**src/rtl/lfsr_sweep_ctrl.sv**
```systemverilog
// lfsr_sweep_ctrl: seeds and steps an external LFSR, stopping on match, step limit, wrap-around or abort
module lfsr_sweep_ctrl #(
  parameter int WIDTH = 2,
  parameter int CNT_W = 16
) (
  input  logic             clk,
  input  logic             rst,
  input  logic             start,
  input  logic             abort,
  input  logic [WIDTH-1:0] seed,
  input  logic [WIDTH-1:0] target,
  input  logic [CNT_W-1:0] max_steps,
  input  logic [WIDTH-1:0] lfsr_q,
  output logic             lfsr_load,
  output logic [WIDTH-1:0] lfsr_seed,
  output logic             lfsr_step,
  output logic             busy,
  output logic             done,
  output logic             found,
  output logic             limit,
  output logic             wrap,
  output logic             aborted,
  output logic [CNT_W-1:0] steps,
  output logic [WIDTH-1:0] match_value
);
  localparam logic [1:0] IDLE = 2'd0, LOAD = 2'd1, RUN = 2'd2, DONE = 2'd3;
  logic [1:0]       state;
  logic [WIDTH-1:0] target_r;
  logic [CNT_W-1:0] max_r;
  logic             hit, lim, wr, stop;
  always_comb begin
    hit  = lfsr_q == target_r;
    lim  = steps == max_r;
    wr   = steps != '0 && lfsr_q == lfsr_seed;
    stop = abort || hit || lim || wr;
  end
  assign lfsr_load = state == LOAD;
  assign lfsr_step = state == RUN && !stop;
  assign busy      = state == LOAD || state == RUN;
  assign done      = state == DONE;
  always_ff @(posedge clk) begin
    if (rst) begin
      state       <= IDLE;
      lfsr_seed   <= '0;
      target_r    <= '0;
      max_r       <= '0;
      steps       <= '0;
      found       <= 1'b0;
      limit       <= 1'b0;
      wrap        <= 1'b0;
      aborted     <= 1'b0;
      match_value <= '0;
    end else begin
      case (state)
        IDLE: if (start) begin
          lfsr_seed <= seed;
          target_r  <= target;
          max_r     <= max_steps;
          steps     <= '0;
          found     <= 1'b0;
          limit     <= 1'b0;
          wrap      <= 1'b0;
          aborted   <= 1'b0;
          state     <= LOAD;
        end
        LOAD: state <= RUN;
        RUN: if (stop) begin
          // priority: abort, match, limit, wrap
          aborted     <= abort;
          found       <= !abort && hit;
          limit       <= !abort && !hit && lim;
          wrap        <= !abort && !hit && !lim;
          match_value <= lfsr_q;
          state       <= DONE;
        end else steps <= steps + 1'b1;
        default: state <= IDLE;
      endcase
    end
  end
endmodule

```
**config.mk**
```make
export PLATFORM = sky130hd
export DESIGN_NAME = lfsr_sweep_ctrl
export DESIGN_NICKNAME = d
export VERILOG_FILES = /design/src/rtl/lfsr_sweep_ctrl.sv
export SDC_FILE = /design/constraint.sdc
export NUM_CORES = 1
export LEC_CHECK = 0
export CAP_MARGIN = 20
export CORE_MARGIN = 10
export CORE_UTILIZATION = 44
export DETAILED_ROUTE_END_ITERATION = 12
export GPL_ROUTABILITY_DRIVEN = 0
export MAX_ROUTING_LAYER = met4
export PLACE_DENSITY = 0.81
export SYNTH_ARGS = -nofsm -noshare
export SYNTH_HDL_FRONTEND = slang
export SYNTH_SLANG_ARGS = --single-unit
```
**constraint.sdc**
```tcl
create_clock -name clk -period 2.65 [get_ports clk]
set_input_delay 0.53 -clock clk [delete_from_list [all_inputs] [get_ports clk]]
set_output_delay 0.53 -clock clk [all_outputs]
set_load 0.01 [all_outputs]
```
-- Word-level counts from Yosys, hierarchy flattened
Cells that the tools add are included.
- $add $sub $neg: 1
- $mul: 0
- divide/modulo/power cells: 0
- $lt $le $gt $ge: 0
- equal/unequal tests: 9
- shift operators: 0
- mux-type cells: 15
- bitwise logic cells: 0
- reduce and logical (&&, ||, !) cells: 22
- operators by type and width (operator ; count):
    16-bit 2-to-1 mux ; 2
    16-bit case mux with 2 select lines ; 1
    16-bit by 1-bit adder with 16-bit output, second input constant ; 1
    16-bit == test ; 1
    16-bit nonzero test ; 1
    1-bit case mux with 2 select lines ; 4
    1-bit logical AND ; 6
    2-bit != test, second input constant ; 3
    2-bit case mux with 3 select lines ; 1
    2-bit AND reduction ; 3
    3-bit AND reduction ; 2
    1-bit 2-to-1 mux ; 5
    2-bit == test ; 2
    2-bit == test, second input constant ; 2
    1-bit logical NOT ; 4
    1-bit logical OR ; 4
    2-bit 2-to-1 mux ; 2
    2-bit by 1-bit == test with 1-bit output, second input constant ; 1
    2-bit logical NOT ; 1
    2-bit nonzero test ; 1
- flip-flop bits (word level): 44
- bits in latches: 0
- bits in writable memories: 0
- bits in read-only memories: 0
- output and inout port bits: 28
- logic and storage cells: 57
- memories: 0

-- Depth between registers and ports, before layout
Gate-level depths: netlist of the first run.
- word-level depth: 6
- gate-level depth with buffers: 8
- depth with buffers taken out: 7

-- Worst setup path before layout of the first run
Ideal clock, no wire load.
- path kind: register to output
- start: register steps[2]
- end: output port lfsr_step
- arrival: 1.456 ns
- data required time: 2.120 ns
- setup slack: 0.664 ns
- cell stages (with the launch flop): 6
- buffers on the path: 1
- path through: dfxtp_1 > xor2_1 > nor4_2 > nand4_2 > buf_2 > and3_1
- cells in the longest elaborated chain, start to end: 5
- elaborated cells between the ends (all ways): 7
- classes of those cells: 1 x eq/ne; 6 x reduce/logical
- RTL lines (element ; RTL line ; source):
    start: declaration ; 23 ; output logic [CNT_W-1:0] steps,
    start signal: assignment ; 75 ; end else steps <= steps + 1'b1;
    16-bit == test / 16-bit nonzero test (equally long branches) ; 33, 34 ;
    1-bit logical OR / 1-bit logical AND (equally long branches) ; 35, 34 ;
    1-bit logical OR * ; 35 ; stop = abort || hit || lim || wr;
    1-bit logical NOT * ; 38 ; assign lfsr_step = state == RUN && !stop;
    1-bit logical AND * ; 38 ;
    end: declaration ; 16 ; output logic lfsr_step,
Mark *: on every way between the ends. The rest lies on a longest branch, timed or not.

-- Worst setup path in the final report of the first run
- start: input port lfsr_q[0]
- end: output port lfsr_step
- cells in the longest elaborated chain, start to end: 6
- elaborated cells between the ends (all ways): 8
- classes of those cells: 2 x eq/ne; 6 x reduce/logical
- RTL lines (element ; RTL line ; source):
    start: declaration ; 13 ; input logic [WIDTH-1:0] lfsr_q,
    2-bit == test ; 32 ; hit = lfsr_q == target_r;
    1-bit logical OR (2 in series) ; 35 ;
    1-bit logical OR * ; 35 ;
    1-bit logical NOT * ; 38 ;
    1-bit logical AND * ; 38 ;
Marked as above.

==> results.py, run 1 <==
metrics = {
    "status": {
        "outcome": "finished, final reports clean",
    },
    "worst_setup_path": {
        "reg2reg_depth": 8,
        "cp.required_ps": 2120,
        "cp_top_family": "buffers and inverters",
        "r2r_start": "steps[0]",
        "crit_cells": 7,
        "worstReg2RegEnd": "steps[6]",
        "criticalPathCategory": "in2out",
        "critical_path_arrival_ps": 2030,
        "startpoint_type": "input port",
        "crit_path_end_kind": "output pin",
        "cp-endpoint": "lfsr_step",
        "critPathSlowestCell": "clkdlybuf4s50_1",
        "r2r_slack_ps": 350,
        "crit_start": "lfsr_q[0]",
        "cp.buffers_inverters": 3,
        "crit_fanout": 2,
        "cp_slowest_stage_delay_ps": 440,
        "path_cells": "clkdlybuf4s50_1, buf_4, xor2_1, nor2_1, nand2_1, and3_1, dlygate4sd2_1",
    },
    "finish": {
        "diodes": 0,
        "area_growth_pct": 35.1,
        "fin_util_pct": 61.0,
        "final_cells": 411,
        "fin_nets": 373,
        "layout-drive-gt1-share_pct": 9.68,
    },
    "global_route": {
        "grt_max_degree": 25,
        "grt_pass1_wl_um": 9940,
        "grt_pass1_vias": 2173,
        "grt_usage_pct": 14.2,
        "antenna_found_initial": 0,
        "grt-ovfl-total": 0,
    },
    "min_path": {
        "hold_depth": 2,
        "hold_class": "reg2reg",
    },
    "drt": {
        "drt-met1-wl_um": 2640,
        "viasPerCell": 5.38,
        "drt_iter0_drc": 247,
        "num_vias": 2211,
        "highest_layer": "met4",
        "avgRoutedWirePerCell_um": 14.8,
        "firstDrtPassIters": 5,
        "drtAntennaViolNets": 0,
        "met2_length_um": 3000,
        "wl_met3_um": 306,
        "wl_um": 6080,
        "drc": 0,
    },
    "floorplan": {
        "fp-row-count": 26,
        "die_w_um": 92.4,
        "die_y_um": 92.4,
        "start_util_pct": 45.2,
        "io_pins": 54,
        "dieArea_um2": 8540,
        "core_um2": 5110,
    },
    "run": {
        "cap_violations": 0,
    },
    "timing": {
        "skew_ps": 6.44,
        "drv_slew": 0,
        "min_period_over_period_pct": 96.6,
        "fmax_mhz": 391,
        "setup-violations-final": 0,
        "whs_ps": 470,
        "relSlewSlack_pct": 53.1,
        "worstMarginPinSlew_ps": 704,
        "rsz0062_at_grt": "no",
        "tns_ps": 0,
        "fin_crit_ps": 2560,
        "finalHoldViolCount": 0,
    },
    "clock_tree": {
        "hold_buffers": 0,
        "clk_pin_slew_ps": 80,
        "htree_num_levels": 2,
        "clk_latency_ps": 300,
        "numCtsBuffers": 5,
        "cts.sinks": 44,
        "root_buffer": "clkbuf_8",
        "clockBufferDepth": 2,
        "cts_tree": "yes",
    },
    "power": {
        "power_density_nw_per_um2": 683,
        "p_total_uw": 2130,
        "vdd_drop_max_mv": 0.432,
        "p_leak_uw": 0.00123,
    },
    "synth": {
        "yosys_warnings": 0,
        "syn_avg_cell_area_um2": 8.30,
        "synthesis.nets": 311,
        "ys_ff_latch": 44,
        "ys_types": 37,
        "syn_area_um2": 2310,
        "seq_area_frac_synth_pct": 38.2,
        "postSynthCellCount": 278,
    },
    "placed_design": {
        "dpl.cell_count": 403,
        "port_buffers": 53,
        "dp_hpwl_um": 4620,
    },
}
-- logic make-up after synthesis --
group / count (synthesis) / share of synthesized area [%]
xor gates and xnor gates: 20 / 7.59
buffers and inverters: 22 / 4.34
AOI/OAI and AO/OA: 69 / 20.1
and+or+nand+nor: 112 / 24.2
DFF: 44 / 38.2
muxes: 4 / 1.74
adders and majority gates: 7 / 3.80
-- Yosys cell counts --
| library cell | instances | area share, % |
|---|---|---|
| nor2b_1 | 2 | 0.54 |
| nand4_1 | 1 | 0.27 |
| nor4_1 | 5 | 1.4 |
| nand4b_1 | 1 | 0.38 |
| nand2b_1 | 14 | 3.8 |
| ha_1 | 7 | 3.8 |
| nor4b_1 | 1 | 0.38 |
| o21a_1 | 5 | 1.6 |
| a31oi_1 | 22 | 6.0 |
| a21oi_1 | 26 | 5.6 |
| o32ai_1 | 2 | 0.76 |
| xor2_1 | 20 | 7.6 |
| nand2_1 | 52 | 8.5 |
| buf_6 | 2 | 0.98 |
| a31oi_2 | 4 | 2.2 |
| a41oi_1 | 1 | 0.38 |
| inv_1 | 10 | 1.6 |
| nand4_2 | 1 | 0.54 |
| buf_1 | 1 | 0.16 |
| and2_1 | 2 | 0.54 |
| buf_2 | 2 | 0.43 |
| a311o_1 | 2 | 0.87 |
| nor2_1 | 12 | 2.0 |
| o21ai_0 | 3 | 0.65 |
| nand3b_1 | 1 | 0.33 |
| and3_1 | 6 | 1.6 |
| nor4_2 | 3 | 1.6 |
| a2111oi_4 | 1 | 1.2 |
| clkbuf_1 | 7 | 1.1 |
| o211ai_1 | 1 | 0.33 |
| nand3_1 | 6 | 1.3 |
| o21ai_1 | 1 | 0.22 |
| or3_1 | 1 | 0.27 |
| nor3_1 | 4 | 0.87 |
| dfxtp_1 | 44 | 38 |
| mux2i_1 | 4 | 1.7 |
| a21o_1 | 1 | 0.33 |
-- what timing repair did --
item,CTS,global route
setup buffers,0,0
endpoints found under the hold margin,0,0
setup endpoints to repair,1,1
resized for setup,2,1
-- metrics by stage --
stage                     instance area [um^2]  setup WS (ps)
final                                     3120           90.7
after global routing                      3120           15.8
after CTS                                 3110            122
after detailed placement                  2980           -185
after global placement                    2980          -76.4
after floorplan                           2310            664
-- flip-flops by register name, summed over array words and instances (netlist names) --
signal and cells:
max_r 16, steps 16, lfsr_seed 2, match_value 2, state 2, target_r 2, aborted 1, found 1
limit 1, wrap 1
-- layout make-up --
type | instances | area, um^2
fillers | 470 | 1990
multi-input cells | 212 | 1340
flip-flops and latches | 44 | 881
repair buffers | 67 | 647
clock buffers | 7 | 96.3
well taps | 70 | 87.6
inverters | 10 | 37.5
clock inverters | 1 | 30.0
-- layout by cell type (no fill, tap or decap), types with 6 or more instances in the layout --
master / n
nand2b_1: 14
ha_1: 7
clkbuf_8: 7
nor2_1: 12
clkdlybuf4s50_1: 52
dfxtp_1: 44
a31oi_1: 22
a21oi_1: 26
nand3_1: 6
inv_1: 10
nand2_1: 52
buf_4: 13
and3_1: 6
xor2_1: 19
-- worst min-delay path by stage --
stage / start / to / slack [ps]
2_1_floorplan: max_r[10] / max_r[10] / 450
4_1_cts: max_r[0] / max_r[0] / 470
6_report: max_r[0] / max_r[0] / 470
5_1_grt: max_r[0] / max_r[0] / 480
3_5_place_dp: max_r[15] / max_r[15] / 460
3_3_place_gp: max_r[9] / max_r[9] / 460
-- worst reg2reg max path, delay by kind of cell (launching register included) --
kind / cells / cell delay, ps
and+or+nand+nor: 3 / 630
buffers and inverters: 2 / 240
DFF: 1 / 320
adders and majority gates: 1 / 160
AOI/OAI and AO/OA: 2 / 810
-- layer usage --
| layer | GRT usage [%] | vias to the layer above |
|---|---|---|
| li1 | - | 1106 |
| met1 | 16.5 | 1013 |
| met2 | 23.8 | 78 |
| met3 | 2.10 | 14 |
| met4 | 5.91 | 0 |
| met5 | - | - |
-- power by group --
part / internal (uW) / switching, uW / total [uW]
clock: 333 / 226 / 558
sequential: 740 / 65.6 / 806
combinational: 325 / 440 / 765
total: 1400 / 731 / 2130
No activity file was read; power rests on OpenSTA's default activity.
==> run 2, diff against run 1 <==
- HOLD_SLACK_MARGIN: unset -> 0.12
- TNS_END_PERCENT: unset -> 50
==> results of run 2 <==
Final layout, timing and power as in run 1 (identical DEF).
